File: src/rtl/dadda_mac_8x8.sv
// Pipelined 8x8 unsigned multiply-accumulate: operands -> dadda_8x8_compressed -> accumulator.
// Optional DADDA_MAC_SATURATE_EN clamps the accumulator on overflow instead of wrapping.

module dadda_8x8_compressed (
    input  logic [7:0]  a_i,
    input  logic [7:0]  b_i,
    output logic [15:0] p_o
);
    logic [15:0] pp [8];

    generate
        for (genvar gi = 0; gi < 8; gi++) begin : g_pp
            assign pp[gi] = b_i[gi] ? (16'({8'd0, a_i}) << gi) : 16'd0;
        end
    endgenerate

    // 3:2 compressor on whole rows; returns {carry<<1, sum}
    function automatic logic [31:0] csa(input logic [15:0] x, input logic [15:0] y,
                                         input logic [15:0] z);
        logic [15:0] s;
        logic [15:0] c;
        s = x ^ y ^ z;
        c = (x & y) | (x & z) | (y & z);
        return {c[14:0], 1'b0, s};
    endfunction

    logic [31:0] l1_a, l1_b, l2_a, l2_b, l3_a, l4_a;

    assign l1_a = csa(pp[0], pp[1], pp[2]);
    assign l1_b = csa(pp[3], pp[4], pp[5]);
    assign l2_a = csa(l1_a[15:0], l1_a[31:16], l1_b[15:0]);
    assign l2_b = csa(l1_b[31:16], pp[6], pp[7]);
    assign l3_a = csa(l2_a[15:0], l2_a[31:16], l2_b[15:0]);
    assign l4_a = csa(l3_a[15:0], l3_a[31:16], l2_b[31:16]);
    assign p_o  = l4_a[15:0] + l4_a[31:16];
endmodule

module dadda_mac_8x8 #(
    parameter int ACC_W = 24
) (
    input  logic             clk,
    input  logic             rst,
    input  logic             in_valid,
    output logic             in_ready,
    input  logic [7:0]       in_a,
    input  logic [7:0]       in_b,
    input  logic             in_last,
    output logic             out_valid,
    input  logic             out_ready,
    output logic [ACC_W-1:0] out_acc,
    output logic [7:0]       out_count,
    output logic             out_ovf
);
    typedef enum logic [1:0] {IDLE, ACCUM, DRAIN, HOLD} state_t;

    state_t      state_q;
    logic [1:0]  drain_q;
    logic        in_ready_q, out_valid_q;
    logic [7:0]  a1_q, b1_q;
    logic        last1_q, v1_q;
    logic [15:0] p2_q;
    logic        last2_q, v2_q;
    logic [15:0] prod;
    logic [ACC_W-1:0] acc_q, acc_d;
    logic [7:0]  count_q, count_d;
    logic        ovf_q, ovf_d;
    logic [ACC_W:0] sum;
    logic        accept, hold_exit;

    assign accept    = in_valid && in_ready_q;
    assign hold_exit = (state_q == HOLD) && out_ready;

    dadda_8x8_compressed u_mul (
        .a_i(a1_q),
        .b_i(b1_q),
        .p_o(prod)
    );

    always_ff @(posedge clk or posedge rst) begin
        if (rst) begin
            state_q     <= IDLE;
            drain_q     <= 2'd0;
            in_ready_q  <= 1'b1;
            out_valid_q <= 1'b0;
        end else begin
            case (state_q)
                IDLE, ACCUM: begin
                    if (accept) begin
                        if (in_last) begin
                            state_q    <= DRAIN;
                            in_ready_q <= 1'b0;
                            drain_q    <= 2'd0;
                        end else begin
                            state_q <= ACCUM;
                        end
                    end
                end
                DRAIN: begin
                    // the group's last product lands in the accumulator on this edge
                    if (drain_q == 2'd1 && last2_q) begin
                        state_q     <= HOLD;
                        out_valid_q <= 1'b1;
                    end else begin
                        drain_q <= drain_q + 2'd1;
                    end
                end
                HOLD: begin
                    if (out_ready) begin
                        state_q     <= IDLE;
                        out_valid_q <= 1'b0;
                        in_ready_q  <= 1'b1;
                    end
                end
                default: state_q <= IDLE;
            endcase
        end
    end

    assign sum = {1'b0, acc_q} + {{(ACC_W-15){1'b0}}, p2_q};

    always_comb begin
        acc_d   = acc_q;
        count_d = count_q;
        ovf_d   = ovf_q;
        if (hold_exit) begin
            acc_d   = '0;
            count_d = 8'd0;
            ovf_d   = 1'b0;
        end else if (v2_q) begin
`ifdef DADDA_MAC_SATURATE_EN
            acc_d = sum[ACC_W] ? {ACC_W{1'b1}} : sum[ACC_W-1:0];
`else
            acc_d = sum[ACC_W-1:0];
`endif
            count_d = (count_q == 8'd255) ? 8'd255 : count_q + 8'd1;
            ovf_d   = ovf_q | sum[ACC_W];
        end
    end

    always_ff @(posedge clk or posedge rst) begin
        if (rst) begin
            a1_q    <= 8'd0;
            b1_q    <= 8'd0;
            last1_q <= 1'b0;
            v1_q    <= 1'b0;
            p2_q    <= 16'd0;
            last2_q <= 1'b0;
            v2_q    <= 1'b0;
            acc_q   <= '0;
            count_q <= 8'd0;
            ovf_q   <= 1'b0;
        end else begin
            v1_q <= accept;
            if (accept) begin
                a1_q    <= in_a;
                b1_q    <= in_b;
                last1_q <= in_last;
            end
            p2_q    <= prod;
            v2_q    <= v1_q;
            last2_q <= last1_q;
            acc_q   <= acc_d;
            count_q <= count_d;
            ovf_q   <= ovf_d;
        end
    end

    assign in_ready  = in_ready_q;
    assign out_valid = out_valid_q;
    assign out_acc   = acc_q;
    assign out_count = count_q;
    assign out_ovf   = ovf_q;
endmodule

File: config.mk
export PLATFORM = sky130hd
export DESIGN_NAME = dadda_mac_8x8
export DESIGN_NICKNAME = d
export VERILOG_FILES = /design/src/rtl/dadda_mac_8x8.sv
export SDC_FILE = /design/constraint.sdc
export NUM_CORES = 1
export LEC_CHECK = 0
export BUFFER_PORTS_ARGS = -buffer_cell sky130_fd_sc_hd__buf_2
export CAP_MARGIN = 30
export CORE_UTILIZATION = 55
export CTS_CLUSTER_SIZE = 8
export DETAILED_ROUTE_END_ITERATION = 8
export GPL_ROUTABILITY_DRIVEN = 0
export PLACE_DENSITY = 0.74
export SYNTH_ARGS = -nofsm -noshare
export SYNTH_HDL_FRONTEND = slang
export SYNTH_SLANG_ARGS = --single-unit
File: constraint.sdc
create_clock -name clk -period 8.8 [get_ports clk]
set_clock_uncertainty 0.15 [all_clocks]
set_input_delay 2.2 -clock clk [delete_from_list [all_inputs] [get_ports clk]]
set_output_delay 2.2 -clock clk [all_outputs]
set_load 0.01 [all_outputs]
==> results of run 1 <==
==> state kept, by name, summed over array words and instances (netlist names) <==
| name | flops |
|---|---|
| last2_q | 1 |
| a1_q | 8 |
| v1_q | 1 |
| in_ready | 1 |
| b1_q | 8 |
| out_ovf | 1 |
| out_valid | 1 |
| last1_q | 1 |
| v2_q | 1 |
| out_acc | 24 |
| state_q | 2 |
| drain_q | 2 |
| p2_q | 16 |
| out_count | 8 |
==> routing by layer <==
metal,routed length (um),share of wire,track usage
met1,4970,0.44,0.283
met2,5710,0.51,0.428
met3,395,0.035,0.0515
met4,114,0.010,0.0615
met5,0,0,0
==> cells in the final DEF (no fill, tap or decap), types with 3 or more instances in the layout <==
master    synthesis  layout
clkbuf_8          0       9
nand3_1           9       9
nor3_1            7       7
o21a_1            3       3
fa_1             40      40
nand4_1           7       7
a31oi_1          15      15
a211oi_1          8       8
a31o_1            3       3
and2_1           45      45
nand2b_1          6       6
a21o_1           13      13
o21ai_0          24      24
xnor2_1          11      11
dfrtp_1          74      74
nor3b_1           4       4
ha_1             43      43
nor2_1           25      25
inv_1            43      42
buf_2             1      55
nor2b_1           5       5
and3_1            7       7
a21oi_1          26      26
xor2_1            9       9
nand2_1          92      92
mux2i_1           8       8
==> final cells by class <==
| type | count | area share |
|---|---|---|
| Multi-Input combinational cell | 444 | 0.559 |
| Sequential cell | 75 | 0.304 |
| Timing Repair Buffer | 57 | 0.0470 |
| Tap cell | 133 | 0.0269 |
| Inverter | 43 | 0.0261 |
| Clock buffer | 9 | 0.0201 |
| Clock inverter | 7 | 0.0172 |
==> worst paths after layout <==
check / slack (ns) / end / depth (start not counted) / startpoint
min in group asynchronous: 1.97 / out_count[6] / 3 / rst
max in group asynchronous: 5.95 / p2_q[15] / 3 / rst
max: 4.17 / p2_q[15] / 14 / b1_q[0]
max reg2reg: 4.17 / p2_q[15] / 14 / b1_q[0]
min reg2reg: 0.21 / v2_q / 0 / v1_q
min: 0.21 / v2_q / 0 / v1_q
==> through the flow <==
step                      hold slack (ns)   util  power (mW)
final                               0.211  0.632       0.665
after CTS                           0.210  0.632       0.676
after detailed placement            0.190  0.608       0.363
after global placement              0.185  0.608       0.363
after floorplan                     0.181      -       0.357
after global routing                0.225  0.632       0.691
==> report_power, final <==
part | total, mW | switching [mW] | internal [mW]
clock network | 0.310 | 0.145 | 0.165
logic | 0.0115 | 0.00788 | 0.00360
registers | 0.344 | 0 | 0.344
total | 0.665 | 0.153 | 0.513
==> worst max-delay path, cell delays in order (launching register included) <==
cell and delay, ns:
dfrtp_1 0.52, nand2_1 0.13, fa_1 0.53, fa_1 0.54, fa_1 0.56, inv_1 0.04, ha_1 0.28, ha_1 0.21
fa_1 0.41, a21o_1 0.17, a21oi_1 0.26, o211ai_1 0.18, a31o_2 0.26, a21oi_1 0.16, xnor2_1 0.14
==> cells by family after synthesis <==
| group | after synthesis |
|---|---|
| AO/OA/AOI/OAI | 114 |
| XOR/XNOR | 20 |
| adder cells (fa/ha/maj) | 83 |
| buffers and inverters | 64 |
| flip-flops | 75 |
| multiplexers | 8 |
| AND/OR/NAND/NOR | 219 |
==> run metrics, run 1 <==
1st-pass router iterations 4; htree depth 3; Yosys cell types 53; Peak VDD IR 0.000134 V; Setup violations, final 0; Die Wd 103 um; slew of the pin with the lowest slew margin 0.986 ns; area of the multi-input gates 3450 um2; min cycle time layout 4.63 ns; root buffer cell clkbuf_8; most used flip-flop cell after synthesis dfrtp_1; Routed Antenna Nets 0; # Max-Cap Violations 0; Vias/cell 5.53; Hold WC Path Type flop to flop; height of the die 103 um; DR WL/cell 14.6 um; post-place setup slack 4.14 ns; Starting Density 0.570; synthesized area per cell 9.55 um2; synthesized area 5570 um2; mux contribution to synthesized area 0.0144; Nets 734; Seq. cell area 1880 um2; Post-synth EDFFs 0; Post-Synth XOR/XNOR Area 0.0314; Synth top area share 0.332; TritonCTS clock tree built; Core ar. 9770 um2; post-cts resize count 0; Hold Violations, Final 0; share of layout cells above drive strength 1 0.139; critical path startpoint category flop; total die area 10500 um2; Clk pin slew, worst setup/hold paths 0.09 ns; clk buf depth 2; simple-gate share of the synthesized area 0.194; status complete, no violations; Post-synth top cells nand2_1 (92), dfrtp_1 (74), and2_1 (45); clock latency on the worst-skew pair 0.36 ns; biggest area consumer among synthesized cells dfrtp_1; Worst Path Arrival 4.75 ns; Setup CP Type flop to flop; Post-Layout Cell Count 768; Critical Path End Type flop; Crit Path Max Fanout 9; Post-Syn Nets 687; IO Pins 56; total placed instance area 5950 um2; leak pwr 3.16 nW; max-slew violation count 0; Num CTS Buffers 9; Post-CTS Setup Bufs 0; number of global-route vias before repair 4334; initial drt markers 134; Setup TNS 0 ns; Synth Area in Compound Gates 0.139; flops & latches, synth 75; dpl cells 752; via count 4247; port bufs 55; Adder-Cell Fraction of Synth Area 0.240; fmax 216 MHz; most common cell in the synthesized netlist nand2_1; GRT Residual Overflow 0; fill cell count 827; RSZ-0062 raised after global routing no; Cells after Synth 583; register area share after synthesis 0.337; GRT Total Usage 0.236; setup ws final 4.17 ns; Crit path required time 8.92 ns; cell row count 36; YS warnings 0; CTS sink count 75; DP HPWL 8470 um; Area Growth Syn to Fin 10.9%; DRC viols 0; largest net degree at the start of global routing 76; first-pass GRT wire length 19400 um; Antenna diodes 0; Post-CTS Hold Buffers 0; largest family of logic cells by synthesized area adder cells; relative slew slack 0.343; final wirelength 11200 um; synth top area cells dfrtp_1 (33%), fa_1 (14%), ha_1 (9.7%), nand2_1 (6.2%), and2_1 (5.1%); initial antenna violation count 0; pwr dens 108 nW/um2; Tcrit/Tclk final 0.526; Post-Layout Inst Area 6180 um2; Async SR Flop Fraction 1.00
Note: power is estimated with default switching activity, not from simulation.
==> run 2: changes to the inputs <==
Settings changed: ABC_AREA from default to 1, PLACE_DENSITY 0.74 to 0.77.
Clock period 8.8 ns to 3.8 ns, I/O delays scaled along.
==> run metrics, run 2 <==
# Max-Cap Violations 0; Clk pin slew, worst setup/hold paths 0.09 ns; status complete, but fails checks; Area Growth Syn to Fin 17.0%; most used cell, CP fa_1; Crit Path Max Fanout 7; height of the die 107 um; YS warnings 0; total placed instance area 6660 um2; Tcrit/Tclk final 1.04; Highest Signal Layer met4; initial antenna violation count 0; number of global-route vias before repair 5453; Nets 971; DRC viols 0; Post-Syn Nets 894; critical path startpoint category flop; via count 5315; commonest non-fill, non-tap cell in the layout nand2_1; Antenna diodes 0; Crit path required time 3.88 ns; post-place setup slack -0.121 ns; 1st-pass router iterations 5; Synth top area share 0.308; routed wl met2 7270 um; pwr dens 1050 nW/um2; Critical Path, Cell by Cell nand2_2 -> inv_2 -> fa_1 -> inv_1 -> fa_1 -> fa_1 -> inv_1 -> fa_1 -> ha_4 -> a21oi_4 -> o21ai_4 -> nand2_1 -> o2111ai_2 -> xor2_1; relative slew slack 0.613; failing checks setup timing; total die area 11400 um2; Met1 Wirelength 5740 um; most common cell in the synthesized netlist nand2_1; largest net degree at the start of global routing 30; Num CTS Buffers 9; Starting Density 0.575; synthesized area 6010 um2; synth top area cells dfrtp_1 (31%), nand2_1 (16%), fa_1 (13%), ha_1 (8.9%), inv_1 (8.9%); Hold WC Path Type flop to flop; Yosys cell types 37; slew of the pin with the lowest slew margin 0.580 ns; Vias/cell 5.27; share of layout cells above drive strength 1 0.229; final wirelength 13900 um; synthesized area per cell 7.61 um2; max FFs per register 24; fill cell count 894; GRT Residual Overflow 0; CTS sink count 75; Core ar. 10500 um2; Largest stage delay, worst path 0.52 ns; crit-path leading delay family adder cells; flops & latches, synth 75; leak pwr 4.12 nW; Routed Antenna Nets 0; Post-synth top cells nand2_1 (256), inv_1 (142), dfrtp_1 (74); clk buf depth 2; Post-synth EDFFs 0; register area share after synthesis 0.312; DP HPWL 10900 um; WP buf/inv 3; Die Wd 107 um; Post-Layout Inst Area 7040 um2; clock latency on the worst-skew pair 0.37 ns; setup ws final -0.150 ns; TritonCTS clock tree built; port bufs 55; htree depth 3; WL met3 553 um; Setup CP Type flop to flop; max-slew violation count 0; Cells after Synth 790; Async SR Flop Fraction 1.00; IO Pins 56; min cycle time layout 3.95 ns; biggest area consumer among synthesized cells dfrtp_1; Hold Violations, Final 0; Critical Path End Type flop; most frequent cells in the layout nand2_1 (247), inv_1 (138), dfrtp_1 (65), buf_2 (55), ha_1 (38); Worst Path Arrival 4.03 ns; fmax 253 MHz; root buffer cell clkbuf_8; WHS 0.223 ns; RSZ-0062 raised after global routing yes; initial drt markers 296; Setup violations, final 6; DR WL/cell 13.8 um; GRT Total Usage 0.260; cell row count 37; Crit-path slowest cell fa_1; most used flip-flop cell after synthesis dfrtp_1; first-pass GRT wire length 23500 um; Peak VDD IR 0.000812 V
[run 2: changes by cell type after synthesis, moves of 13 or more]
cell and delta:
and2_1 -44, inv_1 +99, nand3_1 +15, a21o_1 -13
nand2_1 +164, a31oi_1 -15, nand2_2 +15, a21oi_1 +13
[run 2: kinds of logic after synthesis]
group,Yosys count,synth area share
AND/OR/NAND/NOR,363,0.258
XOR/XNOR,10,0.0146
AO/OA/AOI/OAI,88,0.0815
buffers and inverters,169,0.108
flip-flops,75,0.312
multiplexers,2,0.00354
adder cells (fa/ha/maj),83,0.223
[run 2: cell type report]
cell class	instances	area (um2)	share of cell area
clock buffer	10	128	0.0181
clock inverter	6	72.6	0.0103
inverter	145	544	0.0773
multi-input combinational	546	3700	0.525
sequential	75	1890	0.268
tap	136	170	0.0242
timing repair buffer	90	538	0.0764
[run 2: final timing paths]
path,from,slack [ns],cells past startpoint,end
setup / recovery,b1_q[3],-0.15,14,p2_q[15]
hold / removal,v1_q,0.22,0,v2_q
setup reg to reg,b1_q[3],-0.15,14,p2_q[15]
hold reg to reg,v1_q,0.22,0,v2_q
max in group asynchronous,rst,2.29,3,p2_q[4]
min in group asynchronous,rst,0.44,2,out_count[7]
[run 2: worst reg2reg max path: stages (launching register included)]
cell       delay [ns]
dfrtp_2          0.47
nand2_2          0.09
inv_2            0.04
fa_1             0.52
inv_1            0.05
fa_1             0.48
fa_1             0.52
inv_1            0.06
fa_1             0.48
ha_4             0.29
a21oi_4          0.20
o21ai_4          0.08
nand2_1          0.10
o2111ai_2        0.11
xor2_1           0.18
[run 2: metal layers]
| metal | up-vias | global-route usage |
|---|---|---|
| met4 | 0 | 0.115 |
| met1 | 2568 | 0.294 |
| li1 | 2580 | - |
| met2 | 136 | 0.480 |
| met5 | - | 0 |
| met3 | 31 | 0.0413 |
[run 2: where the power goes]
part	leakage (nW)	internal [mW]	switching, mW	total (mW)
sequential	0.956	1.13	0.307	1.44
combinational	3.06	2.28	3.02	5.30
clock	0.103	0.312	0.326	0.638
[run 2: per-stage QoR]
stage | power [mW] | setup TNS (ns) | instances | utilization
after floorplan | 4.87 | -0.00335 | 790 | -
after global placement | 5.97 | -0.0860 | 986 | 0.637
after detailed placement | 6.21 | -0.562 | 986 | 0.637
after CTS | 6.91 | -0.544 | 1002 | 0.657
after global routing | 8.10 | -1.47 | 1008 | 0.673
final | 7.38 | -0.681 | 1008 | 0.673
[run 2: what timing repair did]
action                                  4_1_cts  5_1_grt
gates resized for setup                       8       32
endpoints found under the setup margin        7        9
pin swaps                                     4       18
hold buffers                                  0        0
setup buffers                                 0        6
==> run 3: changes to the inputs <==
Settings changed: CORE_MARGIN from default to 1.5, CORE_UTILIZATION 55 to 40, PLACE_DENSITY 0.77 to 0.59.
==> run metrics, run 3 (same netlist as run 2, synthesis figures left out) <==
first-pass GRT wire length 24200 um; most frequent cells in the layout nand2_1 (254), inv_1 (140), dfrtp_1 (68), buf_2 (55), buf_4 (40); switch share 0.467; area of the multi-input gates 3680 um2; final wirelength 13600 um; Post-Layout Cell Count 1061; critical path startpoint category flop; combinational power share 0.683; Area Growth Syn to Fin 20.5%; reg2reg path depth 13; RSZ-0062 raised after global routing yes; Net Sw Power 3.52 mW; Tcrit/Tclk final 1.00; port bufs 55; max FFs per register 24; IO Pins 56; Largest stage delay, worst path 0.55 ns; met2 Track Usage GR 0.332; slew of the pin with the lowest slew margin 0.639 ns; WHS 0.205 ns; Worst Path Arrival 3.88 ns; GRT Total Usage 0.188; DP HPWL 10700 um; clk buf depth 2; total internal power 4.01 mW; fmax 262 MHz; Crit path required time 3.86 ns; leak pwr 4.20 nW; min-delay src v1_q; cell row count 44; most used cell, CP fa_1; 1st-pass router iterations 4; post-place setup slack -0.120 ns; Starting Density 0.412; Peak VDD IR 0.000680 V; via count 5066; root buffer cell clkbuf_16; total die area 15800 um2; relative slew slack 0.573; FF-to-FF Start b1_q[4]; gr busiest metal met2; Hold WC Path Type flop to flop; initial antenna violation count 0; Seq. cell area 1890 um2; number of global-route vias before repair 5256; Routed Antenna Nets 0; max-slew violation count 0; height of the die 126 um; Clk pin slew, worst setup/hold paths 0.06 ns; largest net degree at the start of global routing 40; setup ws final -0.0113 ns; initial drt markers 175; min cycle time layout 3.81 ns; Antenna diodes 0; fin util 0.497; status complete, but fails checks; dpl cells 1038; htree depth 3; reg2reg end p2_q[13]; TritonCTS clock tree built; Nets 976; Setup CP Type flop to flop; Hold Violations, Final 0; DRC viols 0; Crit Path Max Fanout 7; Clock power frac 0.128; clock latency on the worst-skew pair 0.35 ns; Die Wd 126 um; reg2reg setup slack -0.01 ns; Critical Path, Cell by Cell buf_4 -> buf_4 -> nand2_1 -> fa_1 -> fa_1 -> fa_1 -> inv_1 -> ha_4 -> ha_4 -> fa_2 -> a21oi_2 -> o21ai_1 -> xor2_1; failing checks setup timing; GRT Residual Overflow 0; Pwr Total 7.53 mW; DR WL/cell 12.8 um; CTS sink count 75; share of layout cells above drive strength 1 0.221; hold path depth 0; part of the power in registers 0.189; Setup violations, final 2; grt met3 use 0.0387; M1 GR Usage 0.234; Num CTS Buffers 9; end of the worst hold path v2_q; Core ar. 14600 um2; Crit-path slowest cell fa_1; # Max-Cap Violations 0; Critical Path End Type flop; pwr dens 1040 nW/um2; fill cell count 1473; commonest non-fill, non-tap cell in the layout nand2_1; Vias/cell 4.77
[run 3: power groups by stage]
| stage | sequential (mW) | combinational [mW] | clock [mW] |
|---|---|---|---|
| detailed placement | 1.45 | 4.72 | 0 |
| finish | 1.43 | 5.14 | 0.962 |
| global route | 1.47 | 5.92 | 1.02 |
| CTS | 1.44 | 4.99 | 0.993 |
| floorplan | 1.31 | 3.56 | 0 |
| global placement | 1.45 | 4.69 | 0 |
[run 3: through the flow]
step	TNS, ns	instance area, um2
floorplan	-0.00335	6120
global placement	-0.521	6750
detailed placement	-0.582	6750
CTS	-0.155	7180
global route	-1.17	7250
finish	-0.0166	7250
[run 3: worst max-delay path, delay by kind of cell (launching register included)]
family                   cells  cell delay, ns
buffers and inverters        3            0.35
AO/OA/AOI/OAI                2            0.25
XOR/XNOR                     1            0.17
AND/OR/NAND/NOR              1            0.06
flip-flops                   1            0.46
adder cells (fa/ha/maj)      6            2.26
[run 3: per-layer routing]
metal,wire length [um],up-vias
li1,-,2591
met1,6150,2384
met2,6780,76
met3,427,15
met4,209,0
met5,0,-
[run 3: layout make-up]
| cell class | instances | share of cell area |
|---|---|---|
| Tap cell | 184 | 0.0318 |
| Timing Repair Buffer | 95 | 0.0794 |
| Inverter | 145 | 0.0753 |
| Multi-Input combinational cell | 546 | 0.507 |
| Clock inverter | 6 | 0.0131 |
| Clock buffer | 10 | 0.0330 |
| Sequential cell | 75 | 0.260 |
[run 3: worst max-delay path by stage]
| stage | endpoint | slack, ns | start |
|---|---|---|---|
| CTS | p2_q[12] | -0.04 | b1_q[4] |
| floorplan | p2_q[13] | -0.003 | b1_q[3] |
| global placement | p2_q[12] | -0.1 | b1_q[4] |
| global route | p2_q[12] | -0.18 | b1_q[4] |
| detailed placement | p2_q[13] | -0.12 | b1_q[4] |
| finish | p2_q[13] | -0.01 | b1_q[4] |
[run 3: timing repair]
| item | in CTS | in global routing |
|---|---|---|
| setup buffers | 3 | 4 |
| resized for setup | 19 | 7 |
| endpoints found under the hold margin | 0 | 0 |
| hold buffers | 0 | 0 |
| setup endpoints to repair | 8 | 8 |
| pin swaps | 28 | 11 |
